$ cat config.mk
export PLATFORM = sky130hd
export DESIGN_NAME = if_id_skid_stage
export DESIGN_NICKNAME = d
export VERILOG_FILES = /design/src/rtl/if_id_skid_stage.sv
export SDC_FILE = /design/constraint.sdc
export NUM_CORES = 1
export LEC_CHECK = 0
export ABC_CLOCK_PERIOD_IN_PS = 4130
export BUFFER_PORTS_ARGS = -buffer_cell sky130_fd_sc_hd__buf_4
export CORE_ASPECT_RATIO = 1.75
export CORE_MARGIN = 2
export CORE_UTILIZATION = 41
export DETAILED_ROUTE_END_ITERATION = 8
export PLACE_DENSITY_LB_ADDON = 0.15
export RECOVER_POWER = 100
export SYNTH_ARGS = -nofsm -noshare
export SYNTH_HDL_FRONTEND = slang
export SYNTH_SLANG_ARGS = --single-unit
$ cat constraint.sdc
create_clock -name clk -period 4.13 [get_ports clk]
set_input_delay 0.2065 -clock clk [delete_from_list [all_inputs] [get_ports clk]]
set_output_delay 0.2065 -clock clk [all_outputs]
set_load 0.01 [all_outputs]
$ cat src/rtl/if_id_skid_stage.sv
// ---------------------------------------------------------------------------
// if_id_skid_stage
//
// Flow-controlled IF->ID pipeline register. A main entry drives the decode
// side; a second (skid) entry absorbs the beat that fetch presents in the
// cycle decode stalls. Because of the skid entry, in_ready is a pure decode
// of registered state and has no combinational path from out_ready or
// in_valid. A flush empties the stage in one cycle. A saturating counter
// records how many cycles decode back-pressured a valid beat.
//
// Parameters
//   ADDR_WIDTH  width of the PC field
//   INST_WIDTH  width of the instruction field
//   NOP_INST    instruction presented while the stage holds nothing valid
//   CNT_WIDTH   width of the stall counter
//
// Ports
//   clk        single clock, rising edge
//   rst        synchronous reset, active high
//   in_valid   fetch presents a beat
//   in_pc      fetched PC
//   in_inst    fetched instruction
//   in_ready   stage accepts a beat this cycle
//   flush      discard held and incoming beats
//   out_valid  beat valid toward decode
//   out_pc     PC toward decode (0 when not valid)
//   out_inst   instruction toward decode (NOP_INST when not valid)
//   out_ready  decode takes the beat this cycle
//   stall_cnt  saturating count of back-pressured cycles
//
// state     | meaning
// ----------+---------------------------------------------------------------
// ST_EMPTY  | nothing held; main payload parked at pc=0 / NOP_INST
// ST_ONE    | main entry valid, skid entry free
// ST_TWO    | main and skid valid; fetch is back-pressured
// ---------------------------------------------------------------------------
module if_id_skid_stage #(
   parameter int                    ADDR_WIDTH = 32,
   parameter int                    INST_WIDTH = 32,
   parameter logic [INST_WIDTH-1:0] NOP_INST   = '0,
   parameter int                    CNT_WIDTH  = 16
) (
   input  logic                  clk,
   input  logic                  rst,
   input  logic                  in_valid,
   input  logic [ADDR_WIDTH-1:0] in_pc,
   input  logic [INST_WIDTH-1:0] in_inst,
   output logic                  in_ready,
   input  logic                  flush,
   output logic                  out_valid,
   output logic [ADDR_WIDTH-1:0] out_pc,
   output logic [INST_WIDTH-1:0] out_inst,
   input  logic                  out_ready,
   output logic [CNT_WIDTH-1:0]  stall_cnt
);

   typedef enum logic [1:0] {
      ST_EMPTY = 2'd0,
      ST_ONE   = 2'd1,
      ST_TWO   = 2'd2
   } state_t;

   state_t                state_q, state_d;
   logic [ADDR_WIDTH-1:0] main_pc_q, main_pc_d;
   logic [INST_WIDTH-1:0] main_inst_q, main_inst_d;
   logic [ADDR_WIDTH-1:0] skid_pc_q, skid_pc_d;
   logic [INST_WIDTH-1:0] skid_inst_q, skid_inst_d;
   logic [CNT_WIDTH-1:0]  stall_cnt_q;

   logic accept;
   logic deliver;
   logic stalled;

   // Valid bits are the occupancy state itself, so both handshake outputs
   // come straight from the state register.
   assign out_valid = (state_q != ST_EMPTY);
   assign in_ready  = (state_q != ST_TWO);

   assign accept  = in_valid && in_ready;
   assign deliver = out_valid && out_ready;
   assign stalled = out_valid && !out_ready;

   // Main payload is forced to pc=0 / NOP_INST every time main goes
   // invalid, so the outputs need no masking mux.
   assign out_pc    = main_pc_q;
   assign out_inst  = main_inst_q;
   assign stall_cnt = stall_cnt_q;

   always_comb begin
      state_d     = state_q;
      main_pc_d   = main_pc_q;
      main_inst_d = main_inst_q;
      skid_pc_d   = skid_pc_q;
      skid_inst_d = skid_inst_q;

      if (flush) begin
         // Incoming beat is dropped even if accept is high.
         state_d     = ST_EMPTY;
         main_pc_d   = '0;
         main_inst_d = NOP_INST;
      end else begin
         unique case (state_q)
            ST_EMPTY: begin
               if (accept) begin
                  state_d     = ST_ONE;
                  main_pc_d   = in_pc;
                  main_inst_d = in_inst;
               end
            end
            ST_ONE: begin
               if (accept && deliver) begin
                  main_pc_d   = in_pc;
                  main_inst_d = in_inst;
               end else if (accept) begin
                  state_d     = ST_TWO;
                  skid_pc_d   = in_pc;
                  skid_inst_d = in_inst;
               end else if (deliver) begin
                  state_d     = ST_EMPTY;
                  main_pc_d   = '0;
                  main_inst_d = NOP_INST;
               end
            end
            ST_TWO: begin
               // in_ready is low here, so only the drain path exists.
               if (deliver) begin
                  state_d     = ST_ONE;
                  main_pc_d   = skid_pc_q;
                  main_inst_d = skid_inst_q;
               end
            end
            default: begin
               state_d     = ST_EMPTY;
               main_pc_d   = '0;
               main_inst_d = NOP_INST;
            end
         endcase
      end
   end

   always_ff @(posedge clk) begin
      if (rst) begin
         state_q     <= ST_EMPTY;
         main_pc_q   <= '0;
         main_inst_q <= NOP_INST;
         skid_pc_q   <= '0;
         skid_inst_q <= NOP_INST;
      end else begin
         state_q     <= state_d;
         main_pc_q   <= main_pc_d;
         main_inst_q <= main_inst_d;
         skid_pc_q   <= skid_pc_d;
         skid_inst_q <= skid_inst_d;
      end
   end

   // Flush deliberately leaves the counter alone; only reset clears it.
   always_ff @(posedge clk) begin
      if (rst) begin
         stall_cnt_q <= '0;
      end else if (stalled && !(&stall_cnt_q)) begin
         stall_cnt_q <= stall_cnt_q + CNT_WIDTH'(1);
      end
   end

endmodule

==> reports/results.txt, run 1 <==
Nets - 1000
GRT Overall Usage - 21.6%
Final WS setup - 0.795 ns
Buf/Inv on CP - 1
Slew margin rel. - -7.79%
Hold crit path type - in2reg
Slew Limit Fails - 22
Post-Route WL - 18.1 mm
Non-filler cells, final - 1129
Sequential area share after synthesis - 46.0%
Total congestion overflow - 0
Tcrit/Tclk final - 80.7%
Arrival @ worst endpoint - 3.68 ns
CP cell instances - mux2i_1, o21ai_1, clkbuf_2, a22oi_1, nor2_1
Switching Fraction - 23.6%
Die extent in x - 98.1 um
Die ar. - 0.0165 mm2
Clock power frac - 49.4%
RSZ-0062 raised after global routing - no
Clock transition at path regs - 0.07 ns
Hold_ws - 0.0473 ns
Seq pwr share - 42.2%
Fillcell total - 1608
Ys async rst share - 0%
Reg-to-Reg Start - state_q[1]
Nature of the critical path endpoint - register
Area of the mapped netlist - 0.00635 mm2
Port buffer count - 150
Post-DP HPWL - 11.7 mm
Setup-failing EPs final - 0
Largest net degree at the start of global routing - 50
Sum Neg Setup Slack - 0 ns
Post-CTS Setup Bufs - 0
Root Buffer Master - clkbuf_16
R2R depth - 5
Vias - 6038
Layout cells sized above 1 - 12.7%
Mapped Avg Cell Area - 7.79 um2
Final Hold Vio Count - 0
Post-synthesis instance total - 815
H-tree levels - 4
Cell family contributing the most delay on the critical path - compound AO/OA/AOI/OAI gates
I/O Pins - 151
Comb pwr share - 8.4%
Antenna-violating nets left - 0
Drt drc - 0
Pre-Repair DR Iteration Count - 5
R2R Path End - out_pc[21]
Rows - 60
Slowest CP cell - o21ai_1
Number of flops mapped to enable cells by yosys - 0
Max incr delay on CP - 1.25 ns
Hold Buf Count CTS - 0
Hold depth - 3
Initial antenna violation count - 0
# diodes - 0
Post_cts resized - 0
Synthesis-stage register bit count - 146
Most used DFF post-synth - dfxtp_1
FMAX - 300 MHz
Synth cell types - 43
Most frequent cells in the layout - dfxtp_1 (145), nand2_1 (134), inv_1 (129)
Net Sw Power - 814 uW
Dpl cell area - 0.00757 mm2
Leakage - 2.88 nW
Vias in the first global route - 5729
Die Y - 169 um
First-pass GRT wire length - 29.0 mm
Core Region - 0.0152 mm2
Routed length per placed instance - 16.0 um
Largest fanout on the critical path - 41
Minimum clock period - 3.33 ns
Post-route design area - 0.00787 mm2
Placed insts - 1097
Dpl ws - 1.61 ns
Syn. warnings - 0
DR vias/cell - 5.35
Area growth from synthesis to layout - 24.0%
Measured slew at the worst slew-check pin - 1.61 ns
Max-cap viol count - 1
Detailed Route Iter0 Violations - 242
Cts bufs inserted - 17
Routability cong. - 0.772
Hold EP - skid_pc_q[6]
Clock latency on the worst-skew pair - 0.41 ns
Most common cell after layout, fill and taps aside - dfxtp_1
Setup crit start kind - register
Violated checks - max-capacitance violations, max-slew violations
PD cells - 439 mW/mm2
Worst IR Drop VDD - 258 uV
R2R setup slack - 0.80 ns
Clk sinks - 146
Worst-case clock buffer depth - 2
Mapped Nets - 885
Setup Crit Path Kind - reg2reg
Pint - 2.64 mW
Final Skew - 0.00853 ns
Outcome - finished, violations left
Initial Utilization - 41.7%
Required time worst endpoint - 4.48 ns
Hold_sp - in_pc[6]
CTS tree - built
## synthesized netlist by cell type (all sizes together), types with 2 or more instances
master | n | share of area [%]
a21oi | 76 | 6.0
a22oi | 64 | 7.6
and3 | 2 | 0.20
buf | 6 | 0.51
clkbuf | 60 | 3.5
dfxtp | 146 | 46
inv | 129 | 7.6
mux2 | 2 | 0.35
mux2i | 2 | 0.32
nand2 | 134 | 7.9
nand2b | 3 | 0.30
nand3 | 3 | 0.24
nand3b | 2 | 0.24
nand4 | 5 | 0.59
nor2 | 71 | 4.2
nor3 | 3 | 0.32
nor4 | 3 | 0.39
o21ai | 6 | 0.47
o31ai | 5 | 0.59
o32ai | 64 | 8.8
or2 | 2 | 0.20
or3 | 8 | 0.79
or4 | 5 | 0.59
## routing by layer
layer,wire length (um),track usage [%]
met2,9470,38.6
met1,7240,24.8
met3,811,4.25
met5,0,0
met4,539,9.54
## area by class of cell
class | instances | area, um2 | area share, %
Sequential cell | 146 | 2920 | 37.2
Inverter | 129 | 484 | 6.15
Multi-Input combinational cell | 474 | 2670 | 34.0
Tap cell | 186 | 233 | 2.96
Clock buffer | 17 | 425 | 5.41
Clock inverter | 15 | 230 | 2.93
Timing Repair Buffer | 162 | 901 | 11.4
## worst max-delay path by stage
stage,slack [ns],endpoint,startpoint,cells after the start
floorplan,2.28,stall_cnt[10],stall_cnt[0],5
global placement,1.63,out_inst[9],state_q[1],5
detailed placement,1.61,out_inst[9],state_q[1],5
CTS,1.25,in_ready,state_q[1],3
global route,0.59,out_inst[31],state_q[1],5
finish,0.80,out_pc[21],state_q[1],5
## power by group through the flow
stage                     combinational, mW  clock (mW)  sequential [mW]
after floorplan                       0.161           0             1.49
after global placement                0.311           0             1.49
after detailed placement              0.314           0             1.49
after CTS                             0.315        1.74             1.46
after global routing                  0.321        1.81             1.46
final                                 0.291        1.71             1.46
## tightest hold or removal path, delay by kind of cell
kind / cells / cell delay, ns
buf+inv: 1 / 0.11
compound gates: 1 / 0.05
simple gates: 1 / 0.05
## logic make-up (layout without fill, tap and decap cells)
| logic type | Yosys count | count (layout) | share of synthesized area (%) |
|---|---|---|---|
| buf+inv | 195 | 323 | 11.7 |
| compound gates | 223 | 223 | 24.7 |
| mux | 4 | 4 | 0.670 |
| fa+ha+maj | 1 | 1 | 0.197 |
| xor+xnor | 2 | 2 | 0.276 |
| flops | 146 | 146 | 46.0 |
| simple gates | 244 | 244 | 16.4 |
## flip-flops by register name, indices dropped and copies added (netlist names)
| register | count |
|---|---|
| stall_cnt | 16 |
| skid_pc_q | 32 |
| state_q | 2 |
| skid_inst_q | 32 |
| out_inst | 32 |
| out_pc | 32 |
## through the flow
step                util (%)  total power [mW]
global placement        49.7              1.80
floorplan                  -              1.65
detailed placement      49.7              1.80
finish                  51.6              3.45
global route            51.6              3.59
CTS                     54.0              3.51
No activity file was read; power rests on OpenSTA's default activity.
==> inputs of run 2 (changes only) <==
--- a/config.mk
+++ b/config.mk
@@ -5,7 +5,7 @@
 export SDC_FILE = /design/constraint.sdc
 export NUM_CORES = 1
 export LEC_CHECK = 0
-export ABC_CLOCK_PERIOD_IN_PS = 4130
+export ABC_CLOCK_PERIOD_IN_PS = 3500
 export BUFFER_PORTS_ARGS = -buffer_cell sky130_fd_sc_hd__buf_4
 export CORE_ASPECT_RATIO = 1.75
 export CORE_MARGIN = 2
==> constraint.sdc (replaced) <==
create_clock -name clk -period 3.5 [get_ports clk]
set_input_delay 0.175 -clock clk [delete_from_list [all_inputs] [get_ports clk]]
set_output_delay 0.175 -clock clk [all_outputs]
set_load 0.01 [all_outputs]
==> run 2 against run 1 <==
Net effect:
- the flow now finishes without violations
- via count down 0.75%
- non-clock buffer count up 2
- combinational power up 20%
- global-route usage down 0.22 points
- critical path type is now reg2out
- largest power group unchanged
- highest routed layer unchanged
==> reports/results.txt, run 2 (synthesis gave the netlist of run 1 again) <==
Area growth from synthesis to layout - 24.7%
DR top layer - met4
Hold crit path type - in2reg
Met2 wire len - 9.67 mm
R2R setup slack - 0.70 ns
R2R Path End - out_inst[10]
Arrival @ worst endpoint - 2.66 ns
First-pass GRT wire length - 29.0 mm
Initial antenna violation count - 0
Nature of the critical path endpoint - output port
Power, Total - 3.99 mW
Post_cts resized - 0
Cts bufs inserted - 17
Slew margin rel. - 16.5%
Post-DP HPWL - 11.4 mm
Port buffer count - 150
Initial Utilization - 41.7%
Clock transition at path regs - 0.06 ns
Vias in the first global route - 5794
Launch point of the critical path - state_q[1]
Most common cell after layout, fill and taps aside - dfxtp_1
Met1 wire length - 7.20 mm
Die ar. - 0.0165 mm2
Core Region - 0.0152 mm2
Total congestion overflow - 0
Outcome - completed
GRT Overall Usage - 21.4%
Drt drc - 0
Leakage - 2.90 nW
Hold Buf Count CTS - 3
Max-cap viol count - 0
Minimum clock period - 2.84 ns
Setup Crit Path Kind - reg2out
Clk sinks - 146
Required time worst endpoint - 3.32 ns
Routability cong. - 0.768
CP endpoint - in_ready
H-tree levels - 4
R2R depth - 5
Tcrit/Tclk final - 81.0%
Die Y - 169 um
Largest net degree at the start of global routing - 83
FMAX - 353 MHz
Clock latency on the worst-skew pair - 0.41 ns
Largest fanout on the critical path - 35
RSZ-0062 raised after global routing - no
Most frequent cells in the layout - dfxtp_1 (145), nand2_1 (134), inv_1 (129)
Routed length per placed instance - 15.7 um
Root Buffer Master - clkbuf_16
Setup crit start kind - register
Post-CTS Setup Bufs - 0
DR vias/cell - 5.30
Post-Route WL - 17.7 mm
Final Hold Vio Count - 0
Layout cells sized above 1 - 12.6%
Sum Neg Setup Slack - 0 ns
Nets - 1002
Setup-failing EPs final - 0
Slew Limit Fails - 0
Rows - 60
Worst IR Drop VDD - 296 uV
Vias - 5993
Pre-Repair DR Iteration Count - 5
Routed wl met3 - 654 um
I/O Pins - 151
Detailed Route Iter0 Violations - 338
Final Skew - 0.0147 ns
Measured slew at the worst slew-check pin - 1.25 ns
Reg-to-Reg Start - state_q[1]
Worst-case clock buffer depth - 2
PD cells - 504 mW/mm2
Die extent in x - 98.1 um
CTS tree - built
Antenna-violating nets left - 0
# diodes - 0
run 2: cell count changes in the layout (fill, tap and decap cells not counted), sizes merged:
| cell | before | now |
|---|---|---|
| dlygate4sd3 | 0 | 3 |
| clkinv | 3 | 5 |
| clkinvlp | 3 | 1 |
| inv | 133 | 131 |
| buf | 77 | 78 |
| bufinv | 5 | 4 |
| clkbuf | 102 | 103 |
run 2: layout make-up:
class | instances | area (um2)
clock buffer | 20 | 447
clock inverter | 12 | 178
fill | 1569 | 7330
inverter | 129 | 484
multi-input combinational | 474 | 2690
sequential | 146 | 2920
tap | 186 | 233
timing repair buffer | 164 | 953
run 2: worst min-delay path by stage:
stage           startpoint              end  slack (ns)  cells past startpoint
2_1_floorplan   in_inst[0]   skid_inst_q[0]        0.31                      2
3_3_place_gp   in_inst[11]  skid_inst_q[11]        0.44                      3
3_5_place_dp     out_ready       state_q[1]        0.44                      2
4_1_cts          in_pc[24]    skid_pc_q[24]      0.0007                      3
5_1_grt           in_pc[8]     skid_pc_q[8]        0.01                      3
6_report          in_pc[7]     skid_pc_q[7]        0.02                      3
run 2: where the power goes:
part | switching [mW] | internal, mW
Clock | 0.709 | 1.22
Sequential | 0.0213 | 1.70
Combinational | 0.201 | 0.149
Total | 0.931 | 3.06
run 2: worst max-delay path, cell delays in order, from the launching register on:
cell and delay [ns]:
dfxtp_2 0.75, nand2b_2 0.58, clkbuf_2 0.65, clkbuf_1 0.27
run 2: routing by layer:
metal | track usage, % | vias up
li1 | - | 2990
met3 | 3.72 | 13
met2 | 39.2 | 144
met1 | 25.4 | 2846
met5 | 0 | -
met4 | 6.04 | 0
run 2: stage by stage:
step	instance area, um2	util (%)	hold slack, ns	setup slack, ns	cells
3_5_place_dp	7600	49.9	0.443	1.00	1096
3_3_place_gp	7600	49.9	0.438	1.02	1096
2_1_floorplan	6350	-	0.311	1.65	815
6_report	7910	51.9	0.0174	0.664	1131
5_1_grt	7910	51.9	0.0105	0.453	1131
4_1_cts	8260	54.2	0.000663	0.973	1131
